==> src/rtl/im_loader.sv <==
// im_loader: boot-time instruction-memory writer.
// Takes a byte stream over valid/ready. The first two bytes are a 16-bit
// little-endian word count. The data bytes that follow are packed into
// little-endian 32-bit words and written to consecutive IM word addresses.
// The CPU core is held in reset until the whole image has been written.
module im_loader #(
  parameter  int DEPTH = 1024,
  localparam int AW    = $clog2(DEPTH)
) (
  input  logic          clk,
  input  logic          rst_n,
  input  logic          start,
  input  logic [7:0]    byte_in,
  input  logic          byte_valid,
  output logic          byte_ready,
  output logic          im_we,
  output logic [AW-1:0] im_waddr,
  output logic [31:0]   im_wdata,
  output logic [AW:0]   word_cnt,
  output logic          done,
  output logic          err,
  output logic          cpu_rst_n
);

  typedef enum logic [2:0] {
    IDLE  = 3'd0,
    HDR0  = 3'd1,
    HDR1  = 3'd2,
    DATA  = 3'd3,
    WRITE = 3'd4,
    DONE  = 3'd5,
    ERR   = 3'd6
  } state_t;

  state_t        state_r;
  state_t        state_n_s;
  logic [7:0]    len_lo_r;
  logic [15:0]   length_r;
  logic [1:0]    byte_idx_r;
  logic [31:0]   wdata_r;
  logic [AW-1:0] waddr_r;
  logic [AW:0]   word_cnt_r;

  logic          xfer_s;
  logic [15:0]   hdr_len_s;
  logic          hdr_bad_s;
  logic          last_word_s;

  // Every output is decoded from the state register or is a register itself,
  // so no input reaches an output within the same cycle.
  assign byte_ready = (state_r == HDR0) || (state_r == HDR1) || (state_r == DATA);
  assign im_we      = (state_r == WRITE);
  assign done       = (state_r == DONE);
  assign err        = (state_r == ERR);
  assign cpu_rst_n  = (state_r == DONE);
  assign im_waddr   = waddr_r;
  assign im_wdata   = wdata_r;
  assign word_cnt   = word_cnt_r;

  assign xfer_s      = byte_valid && byte_ready;
  assign hdr_len_s   = {byte_in, len_lo_r};
  // Length is unsigned 16-bit; only 1..DEPTH is a loadable image.
  assign hdr_bad_s   = (hdr_len_s == 16'd0) || (hdr_len_s > 16'(DEPTH));
  assign last_word_s = ((16'(word_cnt_r) + 16'd1) == length_r);

  // State register.
  always_ff @(posedge clk or negedge rst_n) begin
    if (!rst_n) begin
      state_r <= IDLE;
    end else begin
      state_r <= state_n_s;
    end
  end

  // Next-state logic; start is only honoured while no load is in flight.
  always_comb begin
    state_n_s = state_r;
    case (state_r)
      IDLE: begin
        if (start) state_n_s = HDR0;
        else       state_n_s = IDLE;
      end
      HDR0: begin
        if (xfer_s) state_n_s = HDR1;
        else        state_n_s = HDR0;
      end
      HDR1: begin
        if (xfer_s && hdr_bad_s) state_n_s = ERR;
        else if (xfer_s)         state_n_s = DATA;
        else                     state_n_s = HDR1;
      end
      DATA: begin
        if (xfer_s && (byte_idx_r == 2'd3)) state_n_s = WRITE;
        else                                state_n_s = DATA;
      end
      WRITE: begin
        if (last_word_s) state_n_s = DONE;
        else             state_n_s = DATA;
      end
      DONE: begin
        if (start) state_n_s = HDR0;
        else       state_n_s = DONE;
      end
      ERR: begin
        if (start) state_n_s = HDR0;
        else       state_n_s = ERR;
      end
      default: state_n_s = IDLE;
    endcase
  end

  // Datapath: header capture, byte packing, address and word counters.
  always_ff @(posedge clk or negedge rst_n) begin
    if (!rst_n) begin
      len_lo_r   <= 8'd0;
      length_r   <= 16'd0;
      byte_idx_r <= 2'd0;
      wdata_r    <= 32'd0;
      waddr_r    <= '0;
      word_cnt_r <= '0;
    end else begin
      case (state_r)
        IDLE, DONE, ERR: begin
          if (start) begin
            byte_idx_r <= 2'd0;
            wdata_r    <= 32'd0;
            waddr_r    <= '0;
            word_cnt_r <= '0;
          end
        end
        HDR0: begin
          if (xfer_s) len_lo_r <= byte_in;
        end
        HDR1: begin
          if (xfer_s) length_r <= hdr_len_s;
        end
        DATA: begin
          if (xfer_s) begin
            wdata_r[{byte_idx_r, 3'b000} +: 8] <= byte_in;
            byte_idx_r <= byte_idx_r + 2'd1;
          end
        end
        WRITE: begin
          word_cnt_r <= word_cnt_r + 1'b1;
          // Keep the final address on the bus rather than wrapping past the top.
          if (!last_word_s) waddr_r <= waddr_r + 1'b1;
        end
        default: begin
          byte_idx_r <= byte_idx_r;
        end
      endcase
    end
  end

endmodule

==> config.mk <==
export PLATFORM = sky130hd
export DESIGN_NAME = im_loader
export DESIGN_NICKNAME = d
export VERILOG_FILES = /design/src/rtl/im_loader.sv
export SDC_FILE = /design/constraint.sdc
export NUM_CORES = 1
export LEC_CHECK = 0
export CORE_MARGIN = 2
export CORE_UTILIZATION = 58
export DETAILED_ROUTE_END_ITERATION = 10
export PLACE_DENSITY = 0.86
export SYNTH_ARGS = -nofsm -noshare
export SYNTH_HDL_FRONTEND = slang
export SYNTH_SLANG_ARGS = --single-unit
==> constraint.sdc <==
create_clock -name clk -period 4.3 [get_ports clk]
set_clock_uncertainty 0.2 [all_clocks]
set_input_delay 0.645 -clock clk [delete_from_list [all_inputs] [get_ports clk]]
set_output_delay 0.645 -clock clk [all_outputs]
set_load 0.02 [all_outputs]
# Word-level counts from Yosys, hierarchy flattened
# Cells that the tools add are included.
# Widths: inputs -> output; s select.
[totals] ff_bits=82 inputBits=12 out_inout_bits=58 wordCells=63
[op_classes] addsub=5 magnitude_cmp=1 n_eq_ne=11 shifts=2 mux=21 n_reduce_logical=16
[ops] op="$mux 32" count=2
[ops] op="$pmux 32 s2" count=1
[ops] op="$bwmux 32" count=1
[ops] op="$shift 8x7->32 const A" count=1
[ops] op="$shiftx 8x7->32" count=1
[ops] op="$pmux 11 s2" count=1
[ops] op="$pmux 3 s7" count=1
[ops] op="$mux 10" count=2
[ops] op="$pmux 10 s2" count=1
[ops] op="$eq 12x16->1" count=1
[ops] op="$gt 16x11->1 const B" count=1
[ops] op="$logic_not 16->1" count=1
[ops] op="$mux 3" count=5
[ops] op="$add 11x1->12 const B" count=1
[ops] op="$add 11x1->11 const B" count=1
[ops] op="$mux 11" count=1
[ops] op="$add 10x1->10 const B" count=1
[ops] op="$eq 3x3->1 const B" count=3
[ops] op="$neg 5->7" count=1
[ops] op="$eq 3x2->1 const B" count=2
[ops] op="$mux 2" count=3
[ops] op="$ne 2x2->1 const B" count=3
[ops] op="$reduce_and 2->1" count=3
[ops] op="$reduce_and 3->1" count=2
[ops] op="10 further kinds" count=16

# Logic depth before layout (Yosys ltp)
[depth] ltp_word=7 ltp_mapped=10 ltp_nobuf=8

# Least setup slack after synthesis
# No wires, ideal clock.
[synth_path] kind="register -> register" from="register word_cnt_r[0] (netlist: word_cnt[0])" to="register waddr_r[3] (netlist: im_waddr[3])" setup_time_ns=0.127 t_arrival_ns=2.182 t_required_ns=3.973 slack_ns=1.791 stages_incl_launch_ff=11 path_buffers=2 period_less_slack_ns=2.509 cell_sequence="dfrtp_1 -> ha_1 -> buf_2 -> nand2_1 -> nor2_1 -> xnor2_1 -> o2111ai_1 -> nor4_4 -> buf_6 -> nor3_1 -> nand3b_1"
[synth_between] elab_chain_len=4
[synth_lines] item="from (decl)" line="42" source="logic [AW:0] word_cnt_r;"
[synth_lines] item="from (signal assigned)" line="144" source="word_cnt_r <= word_cnt_r + 1'b1;"
[synth_lines] item="$add 11x1->12" line="64" source="assign last_word_s = ((16'(word_cnt_r) + 16'd1) == length_r);"
[synth_lines] item="$eq 12x16->1" line="64"
[synth_lines] item="$ne 2x2->1 (no line)"
[synth_lines] item="$reduce_and 3->1 (no line)"
[synth_lines] item="to (signal assigned)" line="146" source="if (!last_word_s) waddr_r <= waddr_r + 1'b1;"
[synth_lines] item="to (decl)" line="41" source="logic [AW-1:0] waddr_r;"
# Every way passes these cells.
# A chain may end at the register's enable or synchronous reset.

# Worst setup path after layout
[layout_path] from="register state_r[0]" to="output port im_we"
[layout_between] elab_chain_len=1
[layout_lines] item="from (decl)" line="35" source="state_t state_r;"
[layout_lines] item="from (signal assigned)" line="71" source="state_r <= state_n_s;"
[layout_lines] item="$eq 3x3->1" line="52" source="assign im_we = (state_r == WRITE);"
[layout_lines] item="to (decl)" line="16" source="output logic im_we,"
# Every way passes these cells.

==> impl_metrics.py <==
metrics = {
    "sta": {
        "setup_tns_ps": 0,
        "setup_viol": 0,
        "min_period_over_period": 0.746,
        "worst_pin_slew_ps": 1020,
        "slew_headroom": 0.317,
        "max_freq_ghz": 0.312,
        "drv_slew": 0,
        "layout_min_cycle_time_ps": 3210,
        "rsz0062_at_grt": "false",
        "hold_viol": 0,
    },
    "cells_and_area": {
        "area_growth_pct": 21.6,
        "fill_cells": 540,
        "post-route-util": 0.717,
        "diodes": 0,
        "final_layout_size_suffix_gt1_frac": 0.115,
        "nNetsFinal": 518,
        "stdcell_area_um2": 5120,
        "seqCellArea_um2": 2050,
        "multi_input_area_um2": 2000,
    },
    "route": {
        "drc": 0,
        "drtAntennaViolNets": 0,
        "drt-initial-drc-count": 294,
        "routed.top_layer": "met4",
        "wire_per_inst_um": 17.1,
        "via_per_inst": 5.94,
        "dr.pass1.iters": 4,
        "met2_wirelength_um": 5220,
        "met3_length_um": 588,
        "via_count": 3580,
        "wl_met1_um": 4300,
        "drt_wl_total_um": 10300,
    },
    "clock_network": {
        "clockBufferDepth": 2,
        "cts-root-buf": "clkbuf_8",
        "cts-htree-levels": 3,
        "post_cts_buffers": 0,
        "clkSlewWorstSetupHoldPaths_ps": 80,
        "clk-insertion-delay-late_ps": 350,
        "cts_tree": "done",
        "post_cts_resized": 0,
        "cts_buffers": 9,
        "ctsHoldBuffers": 0,
        "clock-sinks": 82,
    },
    "pwr": {
        "internal-power_uw": 1670,
        "irDropWorstVdd_uv": 489,
        "p_clk_frac": 0.188,
        "switchingPower_uw": 1150,
        "p_per_area_nw_per_um2": 552,
        "seq_power_share": 0.413,
        "sw_frac_of_total": 0.409,
        "power_frac_comb": 0.399,
        "leakagePower_uw": 0.00212,
    },
    "yosys": {
        "ys_ff_latch": 82,
        "yosys_warnings": 0,
        "async_flop_share": 1.00,
        "syn_area_per_cell_um2": 9.61,
        "ys_seq_area_frac": 0.488,
        "synth_flop_cell": "dfrtp_1",
        "yosysUniqueCellTypes": 56,
        "syn-num-nets": 457,
        "syn_inst": 438,
        "synth_edf_count": 0,
        "syn_area_um2": 4210,
    },
    "worst_setup_path": {
        "cp_slowest_cell": "clkdlybuf4s50_1",
        "crit_path_end_kind": "primary output",
        "critPathMaxFanout": 24,
        "worstPathArrival_ps": 2360,
        "worstPathRequired_ps": 3450,
        "critical_path_class": "reg -> out",
        "path_cells": "inv_1 -> nand3_1 -> buf_4 -> clkinv_1 -> buf_4 -> clkdlybuf4s50_1",
        "reg2reg_slack_ps": 1240,
        "cp_slowest_stage_delay_ps": 640,
        "crit_buf_inv": 5,
        "crit_family": "buffers and inverters",
        "start_kind": "flop",
        "cpMostUsedCell": "buf_4",
    },
    "worst_hold_path": {
        "min_path_type": "in -> async",
    },
    "global_route": {
        "grt_pass1_vias": 3316,
        "grt_usage": 0.265,
        "overflow": 0,
        "grt_pass1_wl_um": 16200,
        "grt_max_degree": 83,
        "antenna_found_initial": 0,
    },
    "placement": {
        "gp_congestion": 0.899,
        "portBuffers": 69,
        "place_area_um2": 4930,
        "dp_hpwl_um": 7010,
    },
    "die": {
        "core_area_um2": 7140,
        "die_w_um": 89.2,
        "die_h_um": 89.2,
        "die-area_um2": 7950,
        "start_util": 0.590,
        "num_rows": 31,
        "boundaryPins": 70,
    },
    "status": {
        "outcome": "complete, no violations",
    },
    "job": {
        "drv_cap": 0,
    },
}
## cell type report
cell class | count | area share
sequential | 82 | 0.401
multi-input combinational | 323 | 0.392
timing repair buffer | 72 | 0.139
clock buffer | 10 | 0.0269
tap | 99 | 0.0242
clock inverter | 6 | 0.00929
inverter | 11 | 0.00807
## registers in the layout, indices dropped and copies added (netlist names)
name,count
byte_idx_r,2
len_lo_r,8
im_waddr,10
state_r,3
length_r,16
word_cnt,11
im_wdata,32
## through the flow
stage | hold slack, ps | power (uW) | worst slack (ps) | cells
global placement | 261 | 2220 | 1280 | 587
global route | 320 | 3000 | 927 | 603
detailed placement | 270 | 2290 | 1190 | 587
CTS | 290 | 2820 | 1100 | 603
finish | 255 | 2820 | 1090 | 603
floorplan | 149 | 1900 | 1790 | 438
## worst paths after layout
kind	start	end	cells after the start
max in group asynchronous	rst_n	im_waddr[2]	1
hold / removal	rst_n	im_wdata[20]	1
setup reg to reg	word_cnt[0]	im_waddr[2]	8
hold reg to reg	im_wdata[31]	im_wdata[31]	2
min in group clk	im_wdata[31]	im_wdata[31]	2
setup / recovery	state_r[0]	im_we	6
## power groups by stage
stage | Combinational [uW] | Clock (uW) | Sequential (uW)
3_5_place_dp | 1110 | 0 | 1180
6_report | 1120 | 531 | 1170
5_1_grt | 1230 | 575 | 1190
3_3_place_gp | 1060 | 0 | 1160
4_1_cts | 1120 | 535 | 1160
2_1_floorplan | 735 | 0 | 1170
## synthesized netlist by cell type, drive strengths merged, types with 2 or more instances
cell type,number,share of area
o31ai,4,0.0071
ha,7,0.021
o211ai,3,0.0054
nor2b,3,0.0045
nand4b,2,0.0042
o311ai,3,0.0062
clkbuf,13,0.012
xnor2,10,0.023
buf,9,0.015
xor2,6,0.012
dfrtp,82,0.49
nor2,19,0.017
and4,3,0.0068
mux2i,5,0.012
a31oi,2,0.0030
o21ai,60,0.072
o22ai,4,0.0059
nor4,5,0.012
nor3,4,0.0059
mux2,24,0.064
o2111ai,2,0.0042
nand3b,3,0.0054
or4,7,0.012
inv,10,0.0089
and3,8,0.013
nand3,19,0.023
nand4,2,0.0059
nand2b,3,0.0045
nand2,90,0.080
a22o,3,0.0062
a21oi,10,0.013
## per-layer routing
layer,GRT usage,vias to the layer above
li1,-,1672
met1,0.367,1753
met2,0.435,139
met3,0.0425,16
met4,0.0773,0
met5,0,-
## cells by family after synthesis
| group | share of synthesized area |
|---|---|
| flops | 0.488 |
| compound gates | 0.142 |
| xor+xnor | 0.0351 |
| simple gates | 0.202 |
| mux | 0.0761 |
| fa+ha+maj | 0.0208 |
| buf+inv | 0.0366 |
## placed cells by master (no fill, tap or decap), drive strengths merged, types with 10 or more instances in the layout
cell type      synthesis  layout
nand2                 90      90
clkdlybuf4s50          0      68
nand3                 19      19
o21ai                 60      60
a21oi                 10      10
clkbuf                13      10
mux2                  24      24
inv                   10      13
xnor2                 10      10
dfrtp                 82      82
nor2                  19      19
Power figures use the tool's default switching activity.
